--- src/rtl/pipe_cla_addsub.sv ---
// pipe_cla_addsub: slice-pipelined CLA adder/subtractor; ovf/zero flags built only with PIPE_CLA_FLAGS_EN
module pipe_cla_addsub #(
    parameter int WIDTH = 32,
    parameter int SLICE = 16
) (
    input  logic             clk,
    input  logic             rst,
    input  logic             in_valid,
    output logic             in_ready,
    input  logic [WIDTH-1:0] in1,
    input  logic [WIDTH-1:0] in2,
    input  logic             sub,
    input  logic             c_in,
    output logic             out_valid,
    input  logic             out_ready,
    output logic [WIDTH-1:0] sum,
    output logic             c_out,
    output logic             ovf,
    output logic             zero
);
    localparam int N  = WIDTH / SLICE;
    localparam int NG = SLICE / 4;

    function automatic logic [SLICE:0] cla(input logic [SLICE-1:0] x, input logic [SLICE-1:0] y, input logic ci);
        logic [SLICE-1:0] g, p, c;
        logic [NG-1:0] gg, pg;
        logic [NG:0] cg;
        logic t;
        g = x & y;
        p = x ^ y;
        c = '0;
        for (int j = 0; j < NG; j++) begin
            gg[j] = g[4*j+3] | (p[4*j+3] & g[4*j+2]) | ((&p[4*j+2 +: 2]) & g[4*j+1]) | ((&p[4*j+1 +: 3]) & g[4*j]);
            pg[j] = &p[4*j +: 4];
        end
        // every carry is a flat sum of products, so no carry ripples through a group
        for (int j = 0; j <= NG; j++) begin
            t = ci;
            for (int m = 0; m < j; m++) t &= pg[m];
            cg[j] = t;
            for (int i = 0; i < j; i++) begin
                t = gg[i];
                for (int m = i + 1; m < j; m++) t &= pg[m];
                cg[j] |= t;
            end
        end
        for (int j = 0; j < NG; j++)
            for (int b = 0; b < 4; b++) begin
                t = cg[j];
                for (int m = 0; m < b; m++) t &= p[4*j+m];
                c[4*j+b] = t;
                for (int i = 0; i < b; i++) begin
                    t = g[4*j+i];
                    for (int m = i + 1; m < b; m++) t &= p[4*j+m];
                    c[4*j+b] |= t;
                end
            end
        return {cg[NG], p ^ c};
    endfunction

    logic             v_r [N];
    logic             c_r [N];
    logic [WIDTH-1:0] a_r [N];
    logic [WIDTH-1:0] b_r [N];
    logic [WIDTH-1:0] s_r [N];
    logic             nv  [N];
    logic             nc  [N];
    logic [WIDTH-1:0] na  [N];
    logic [WIDTH-1:0] nb  [N];
    logic [WIDTH-1:0] ns  [N];
    logic             stall;

    assign stall     = out_valid & ~out_ready;
    assign in_ready  = ~stall;
    assign out_valid = v_r[N-1];
    assign sum       = s_r[N-1];
    assign c_out     = c_r[N-1];

    // b is stored already inverted for subtraction; upper slices ride along untouched
    always_comb begin
        logic [WIDTH-1:0] ca, cb, cs;
        logic cc, cv;
        logic [SLICE:0] r;
        ca = in1;
        cb = sub ? ~in2 : in2;
        cs = '0;
        cc = sub | c_in;
        cv = in_valid & in_ready;
        for (int k = 0; k < N; k++) begin
            r = cla(ca[k*SLICE +: SLICE], cb[k*SLICE +: SLICE], cc);
            nv[k] = cv;
            na[k] = ca;
            nb[k] = cb;
            nc[k] = r[SLICE];
            ns[k] = cs;
            ns[k][k*SLICE +: SLICE] = r[SLICE-1:0];
            ca = a_r[k];
            cb = b_r[k];
            cs = s_r[k];
            cc = c_r[k];
            cv = v_r[k];
        end
    end

    always_ff @(posedge clk)
        if (rst)
            for (int k = 0; k < N; k++) begin
                v_r[k] <= 1'b0;
                c_r[k] <= 1'b0;
                a_r[k] <= '0;
                b_r[k] <= '0;
                s_r[k] <= '0;
            end
        else if (!stall)
            for (int k = 0; k < N; k++) begin
                v_r[k] <= nv[k];
                c_r[k] <= nc[k];
                a_r[k] <= na[k];
                b_r[k] <= nb[k];
                s_r[k] <= ns[k];
            end

`ifdef PIPE_CLA_FLAGS_EN
    always_ff @(posedge clk)
        if (rst) begin
            ovf  <= 1'b0;
            zero <= 1'b0;
        end else if (!stall) begin
            ovf  <= (na[N-1][WIDTH-1] == nb[N-1][WIDTH-1]) && (ns[N-1][WIDTH-1] != na[N-1][WIDTH-1]);
            zero <= ~|ns[N-1];
        end
`else
    assign ovf  = 1'b0;
    assign zero = 1'b0;
`endif
endmodule

--- config.mk ---
export PLATFORM = sky130hd
export DESIGN_NAME = pipe_cla_addsub
export DESIGN_NICKNAME = d
export VERILOG_FILES = /design/src/rtl/pipe_cla_addsub.sv
export SDC_FILE = /design/constraint.sdc
export NUM_CORES = 1
export LEC_CHECK = 0
export CAP_MARGIN = 25
export CORE_UTILIZATION = 39
export DETAILED_ROUTE_END_ITERATION = 10
export GPL_TIMING_DRIVEN = 0
export PLACE_DENSITY = 0.75
export REMOVE_ABC_BUFFERS = 1
export SETUP_SLACK_MARGIN = 0.2
export SLEW_MARGIN = 0
export SYNTH_ARGS = -nofsm -noshare
export SYNTH_HDL_FRONTEND = slang
export SYNTH_SLANG_ARGS = --single-unit
--- constraint.sdc ---
create_clock -name clk -period 5.05 [get_ports clk]
set_input_delay 0.505 -clock clk [delete_from_list [all_inputs] [get_ports clk]]
set_output_delay 0.505 -clock clk [all_outputs]
set_load 0.05 [all_outputs]
== Word-level counts from Yosys, hierarchy flattened ==
Memories as Yosys holds them, arrays and structs flattened.
Index checks and enable logic that the tools add are counted.

* Register bits after elaboration: 0
* Latch bits: 0
* Bits in writable memories: 196
* Bits in read-only memories: 0
* Output and inout bits: 37
* Memories kept: 5

* $add $sub $neg: 0
* Multipliers: 0
* Divide/modulo/power cells: 0
* Order comparisons: 0
* Equal/unequal tests: 0
* Shift operators: 0
* Multiplexer cells: 16
* Bitwise logic cells: 206
* Reductions and logical operators: 24

{| class="wikitable"
|+ Memories
! memory !! depth !! bits a word !! read ports !! clocked after Yosys merged registers in !! wr ports !! RTL line !! source
|-
| a_r || 2 || 32 || 1 || 0 || 2 || 63 || <nowiki>logic [WIDTH-1:0] a_r [N];</nowiki>
|-
| b_r || 2 || 32 || 1 || 0 || 2 || 64 || <nowiki>logic [WIDTH-1:0] b_r [N];</nowiki>
|-
| s_r || 2 || 32 || 2 || 0 || 2 || 65 || <nowiki>logic [WIDTH-1:0] s_r [N];</nowiki>
|-
| c_r || 2 || 1 || 2 || 0 || 2 || 62 || <nowiki>logic c_r [N];</nowiki>
|-
| v_r || 2 || 1 || 2 || 0 || 2 || 61 || <nowiki>logic v_r [N];</nowiki>
|}

{| class="wikitable"
|+ Operator list
! kind !! count
|-
| two-way mux 32 bit || 7
|-
| OR 1 bit || 103
|-
| AND 1 bit || 94
|-
| bitwise XOR 16 bit || 4
|-
| AND 16 bit || 2
|-
| inverter 32 bit || 1
|-
| AND reduction 4 bit || 8
|-
| AND reduction 3 bit || 8
|-
| AND reduction 2 bit || 8
|-
| two-way mux 1 bit || 9
|-
| inverter 1 bit || 2
|}

== Depth between registers and ports, before layout ==
* Depth in word-level cells: 20
* Depth in mapped cells: 15
* Depth with buffers taken out: 13

== Worst setup path before layout ==
OpenSTA, ideal clock, no wires.

* Path kind: input -> register
* Start: in sub
* End: mem s_r[0][15] (data pin)
* Setup time: 0.267 ns
* Arrival: 2.942 ns
* Path slack: 1.841 ns
* Stages on the path: 15
* Path through: buf_6 > buf_2 > xor2_1 > ha_1 > a21o_1 > a21oi_1 > o21a_2 > o21bai_2 > a211o_1 > ha_1 > o21ai_0 > nand2b_1 > a21oi_1 > xor2_1 > nor2_1

{| class="wikitable"
|+ RTL lines
! element !! RTL line !! source
|-
| start, declared || 12 || <nowiki>input logic sub,</nowiki>
|-
| end, declared || 65 ||
|}

==> results.yml <==
outcome:
  status: "complete, but fails checks"
  violations: "DRC"
sta:
  skew_ns: 0.00362
  finalHoldViolCount: 0
  drv_slew: 0
  fin_crit_ns: 3.19
  final-setup-viol-count: 0
  hold_ws_ns: 0.518
  finalCritPeriodShare_pct: 63.2
  slew_headroom_pct: 58.3
  rsz0062_at_grt: "false"
  final.setup.tns_ns: 0
  fmax_mhz: 313
  worstMarginPinSlew_ns: 0.623
critical_path:
  crit_arrival_ns: 3.27
  cp-end-kind: "flip-flop"
  worst-setup-path-type: "primary input to flip-flop"
  cp_slowest_stage_delay_ns: 0.47
  crit_path_cell_trace: "clkdlybuf4s50_1, xor2_1, ha_1, a21o_1, a21oi_1, o21a_2, o21bai_2, a211o_1, ha_1, o21ai_0, nand2b_1, a21oi_1, xor2_1, nor2_1"
  critPathMaxFanout: 4
  required_ns: 5.13
  slowest_stage: "clkdlybuf4s50_1"
  worstSetupStartpointType: "primary input"
grt:
  grt_pass1_vias: 3146
  grt_max_degree: 45
  antenna_found_initial: 0
  grt_pass1_wl_um: 13900
  grt_usage_pct: 14.3
  gr-total-overflow: 0
die:
  fp.dieH_um: 112
  rows: 39
  core-area_mm2: 0.0116
  initial_utilization_pct: 40.6
  io_pins: 107
  die_w_um: 112
  die_area_mm2: 0.0125
clocking:
  cts-root-buf: "clkbuf_16"
  tritoncts: "yes"
  clkLatencyLatePin_ns: 0.33
  hold_buffers: 0
  path_clk_slew_ns: 0.06
  htreeDepth: 3
  cts_resized: 0
  clockBufferDepth: 2
  cts_setup_buffers: 0
  cts_buffers: 9
  clock_sinks: 84
pwr:
  p_total_mw: 2.10
  power.density_mw_per_mm2: 337
  ir_drop_mv: 0.135
  leakage_nw: 2.59
layout:
  nets: 607
  regArea_mm2: 0.00252
  instances_no_fill: 636
  nFillCells: 1029
  drive_gt1_share_pct: 5.27
  syn2layout_area_growth_pct: 32.4
  num_antenna_cells: 0
  multi_input_area_mm2: 0.00205
synthesis:
  synthFlopType: "edfxtp_1"
  synth-async-reset-ratio_pct: 0
  ys_warn_count: 0
  synth_simple_gate_area_share_pct: 12.1
  ys_seq_area_share_pct: 53.7
  synth-compound-area-share_pct: 6.55
  syn_area_per_cell_um2: 12.3
  synth_cell_types: 36
  syn_area_mm2: 0.00470
  synth_seq_cells: 84
  synthCells: 383
  synth-adder-area-share_pct: 14.3
  synth_edf_count: 84
  synth_top_family_by_area: "adder cells"
  synthMuxAreaShare_pct: 0
  synth_xor_area_share_pct: 10.4
drt:
  wire_per_inst_um: 13.3
  wl_um: 8450
  dr_total_vias: 3055
  dr.pass1.iters: 8
  vias_per_cell: 4.80
  drt_iter0_markers: 111
  drcViolationCount: 8
  detail-route-antenna-nets: 0
placed_design:
  dp.cells: 620
  gp_congestion: 0.758
  dp_hpwl_um: 6230
  port_buffers: 104
min_path:
  min_path_type: "flip-flop to flip-flop"
run:
  maxCapViolCount: 0
## flip-flops by register name (all words and copies together) (netlist names)
signal / cells
c_r: 2
a_r: 16
v_r: 2
b_r: 16
s_r: 48
## synth_stat cells, types with 3 or more instances
| library cell | number | share of area (%) |
|---|---|---|
| edfxtp_1 | 84 | 54 |
| nor2_1 | 49 | 3.9 |
| ha_1 | 41 | 11 |
| and2_1 | 37 | 4.9 |
| xor2_1 | 29 | 5.4 |
| xnor2_1 | 27 | 5.0 |
| a21oi_1 | 20 | 2.1 |
| inv_1 | 15 | 1.2 |
| o21ai_0 | 13 | 1.4 |
| clkbuf_1 | 9 | 0.72 |
| nand2_1 | 9 | 0.72 |
| nand2b_1 | 9 | 1.2 |
| fa_1 | 8 | 3.4 |
| a211oi_1 | 3 | 0.48 |
| a21o_1 | 3 | 0.48 |
| buf_2 | 3 | 0.32 |
## kinds of logic (layout without fill, tap and decap cells)
logic type | count (synthesis) | in the layout
AND/OR/NAND/NOR | 113 | 113
buffers and inverters | 30 | 139
AO/OA/AOI/OAI | 50 | 50
flip-flops | 84 | 84
XOR/XNOR | 56 | 56
adder cells (fa/ha/maj) | 49 | 49
other | 1 | 2
## worst max-delay path, delay by kind of cell
| kind | cells | cell delay (ns) |
|---|---|---|
| simple gates | 2 | 0.16 |
| fa+ha+maj | 2 | 0.46 |
| xor+xnor | 2 | 0.37 |
| buf+inv | 1 | 0.47 |
| compound gates | 7 | 1.30 |
## power breakdown
part,total (mW),internal [mW],switching [mW]
logic,0.573,0.244,0.329
registers,0.898,0.873,0.0251
clock network,0.626,0.378,0.248
total,2.10,1.49,0.603
## path summary, 6_finish.rpt
kind / from / end / slack, ns / cells past startpoint
max: in2[2] / s_r[0][15] / 1.86 / 14
max reg2reg: a_r[0][20] / s_r[0][63] / 2.20 / 11
min reg2reg: s_r[0][12] / s_r[0][44] / 0.52 / 1
min: s_r[0][12] / s_r[0][44] / 0.52 / 1
## stage by stage
stage	area [um^2]	worst slack, ns	utilization (%)
4_1_cts	6220	1.85	53.8
5_1_grt	6220	1.60	53.8
3_3_place_gp	5850	-0.0237	50.5
3_5_place_dp	5940	1.50	51.3
6_report	6220	1.86	53.8
2_1_floorplan	4630	2.15	-
## layout make-up
type                       instances  share of cell area [%]
sequential                        84                    40.6
tap                              143                    2.88
inverter                          15                   0.905
multi-input combinational        270                    33.0
clock inverter                     6                   0.885
timing repair buffer             108                    18.1
clock buffer                      10                    3.68
## cells in the final DEF, fill, tap and decap left out, types with 3 or more instances in the layout
master / instances
nor2_1: 49
nand2_1: 9
nand2b_1: 8
buf_12: 3
clkbuf_16: 9
clkdlybuf4s50_1: 103
xnor2_1: 27
ha_1: 41
a21oi_1: 20
o21ai_0: 13
fa_1: 8
xor2_1: 29
edfxtp_1: 84
a21o_1: 3
inv_1: 15
and2_1: 37
a211oi_1: 3
## routing by layer
metal  track usage (%)  part of all wire, %  up-vias
met5                 0                    0        -
met4              5.14                 0.12        0
met3              3.86                  5.4        2
met2              27.5                   54       73
met1              14.7                   40     1453
li1                  -                    -     1527
(Power assumes the default switching activity.)
==> RTL change (same flow settings) <==
Set the parameter `WIDTH` to 16 (it was 32).
--- a/src/rtl/pipe_cla_addsub.sv
+++ b/src/rtl/pipe_cla_addsub.sv
@@ -1,6 +1,6 @@
 // pipe_cla_addsub: slice-pipelined CLA adder/subtractor; ovf/zero flags built only with PIPE_CLA_FLAGS_EN
 module pipe_cla_addsub #(
-    parameter int WIDTH = 32,
+    parameter int WIDTH = 16,
     parameter int SLICE = 16
 ) (
     input  logic             clk,
Ports: changed (resized in1, in2 and sum); port bits go from 107 to 59. No check against the original RTL was run, so the function may have changed too.
==> RTL change against the original RTL <==
- synthesized area decreased by 66%
- critical path type unchanged
- worst setup slack got worse by 370 ps
- core utilization increased by 5.4 points
- count of clock-buffer cells in the layout decreased by 7
- global-route usage about the same
- design area decreased by 64%
- wire length decreased by 66%
- combinational power decreased by 43%
- power decreased by 70%
- highest routed layer is now met3
- sequential cell count decreased by 66
- largest cell class is now multi-input combinational cells
==> RTL change: results (changes against the original RTL) <==
[global_route]
grt_overflow=0  ; unchanged
grt_max_degree=19  ; was 45
grt_first_pass_wirelength_um=4850  ; was 13900 um
grt_pass1_vias=1226  ; was 3146
grt_use_total_pct=14.3  ; about the same

[yosys]
synth_cell_types=29  ; was 36
synth_compound_area_share_pct=13.7  ; was 6.55%
synth_area_leaders=edfxtp_1, ha_1, xor2_1  ; unchanged
netlist_instances=158  ; was 383
synth_commonest_cells=xor2_1, ha_1, edfxtp_1  ; was edfxtp_1, nor2_1, ha_1
synth-edff-count=18  ; was 84
yosysSeqAreaShare_pct=33.9  ; was 53.7%
synthAdderAreaFrac_pct=21.5  ; was 14.3%
async_reset_ff_share_pct=0  ; unchanged
yosysWarnings=0  ; unchanged
synth-xor-area-share_pct=12.1  ; was 10.4%

[routing]
viasPerCell=4.85  ; was 4.80
drtPass1Iterations=4  ; was 8
drtIter0Drc=52  ; was 111
wl_per_cell_um=11.0  ; was 13.3 um
num_vias=1270  ; was 3055

[cts]
insertion_delay_ps=240  ; was 330 ps
post_cts_buffers=0  ; unchanged
root_buffer=clkbuf_8  ; was clkbuf_16
htree_num_levels=1  ; was 3
cts_made_buffers=3  ; was 9

[power_and_ir_drop]
leakage_uw=0.000956  ; was 0.00259 uW
vdd_drop_max_v=0.0000999  ; was 0.000135 V
switchingPower_uw=246  ; was 603 uW

[place]
placement.io_buffers=56  ; was 104
place_worst_setup_slack_ps=881  ; was 1500 ps
gp_congestion=0.757  ; was 0.758
hpwl_um=2340  ; was 6230 um
placedCellCount=257  ; was 620

[outcome]
status=complete, no violations  ; was finished with violations

[hold_path]
hp-class=primary input to register  ; was register to register

[worst_setup_path]
arrival_ps=3550  ; was 3270 ps
crit_fanout=13  ; was 4

[final_layout]
nets=278  ; was 607
n_fill_cell=349  ; was 1029
drive_gt1_share_pct=5.14  ; was 5.27%
top_regs=s_r (16), c_r (1), v_r (1)  ; was s_r (48), a_r (16), b_r (16)

[timing]
tightest_slew_ps=866  ; was 623 ps
finalClockSkew_ps=0.508  ; was 3.62 ps

## RTL change: cell types whose count changed after synthesis, moves of 4 or more
| cell | unedited run | this run |
|---|---|---|
| xnor2_1 | 27 | 0 |
| xor2_1 | 29 | 22 |
| o21ai_0 | 13 | 4 |
| ha_1 | 41 | 21 |
| nor2_1 | 49 | 12 |
| a21oi_1 | 20 | 11 |
| clkbuf_1 | 9 | 0 |
| nand2b_1 | 9 | 1 |
| and2_1 | 37 | 1 |
| fa_1 | 8 | 4 |
| nor3_1 | 1 | 13 |
| edfxtp_1 | 84 | 18 |
| o21a_1 | 1 | 10 |
## RTL change: layout make-up
| cell class | instances | area [sq um] | area share (%) |
|---|---|---|---|
| inverters | 13 | 48.8 | 2.17 |
| well taps | 48 | 60.1 | 2.67 |
| clock buffers | 3 | 41.3 | 1.84 |
| repair buffers | 57 | 588 | 26.1 |
| multi-input cells | 122 | 967 | 43.0 |
| flip-flops and latches | 18 | 541 | 24.0 |
| clock inverters | 1 | 3.75 | 0.167 |
## RTL change: per-layer routing
layer  part of all wire [%]  track usage [%]  vias to the layer above
li1                       -                -                      662
met1                     42             17.0                      569
met2                     54             26.9                       39
met3                    4.4             1.38                        0
met4                      0             4.26                        0
met5                      0                0                        -
## RTL change: worst max-delay path, cell delays in order
cell	delay, ps
clkdlybuf4s50_1	620
buf_16	270
xor2_1	160
ha_1	330
a21oi_1	160
o21ai_0	110
or3_4	430
a21o_1	170
ha_1	190
o21a_1	190
o21a_1	200
nor3_1	130
nor3_1	70
## RTL change: logic make-up after synthesis
family / after synthesis
other: 1
XOR/XNOR: 22
AO/OA/AOI/OAI: 31
adder cells (fa/ha/maj): 25
buffers and inverters: 19
AND/OR/NAND/NOR: 42
flip-flops: 18
## RTL change: path summary, 6_finish.rpt
kind / startpoint / end / slack [ps] / cells past startpoint
worst max register to register: v_r[0]$_DFFE_PP_ / s_r[0][0]$_SDFFCE_PN0P_ / 3460 / 2
worst min register to register: v_r[0]$_DFFE_PP_ / v_r[0]$_DFFE_PP_ / 980 / 3
worst min-delay path: in_valid / v_r[0]$_DFFE_PP_ / 920 / 2
worst max-delay path: sub / s_r[0][15]$_SDFFCE_PN0P_ / 1490 / 13
## RTL change: per-stage QoR
stage                     util [%]  area, sq um  total power (uW)
after floorplan                  -         1560               427
after detailed placement      57.3         2180               530
after global routing          59.2         2250               670
final                         59.2         2250               628
after global placement        57.3         2180               525
after CTS                     58.5         2220               630
## RTL change: power groups by stage
stage / logic (uW) / registers (uW) / clock network, uW
after global placement: 321 / 204 / 0
after global routing: 358 / 203 / 109
after CTS: 327 / 201 / 102
after floorplan: 130 / 297 / 0
final: 327 / 201 / 100
after detailed placement: 326 / 205 / 0
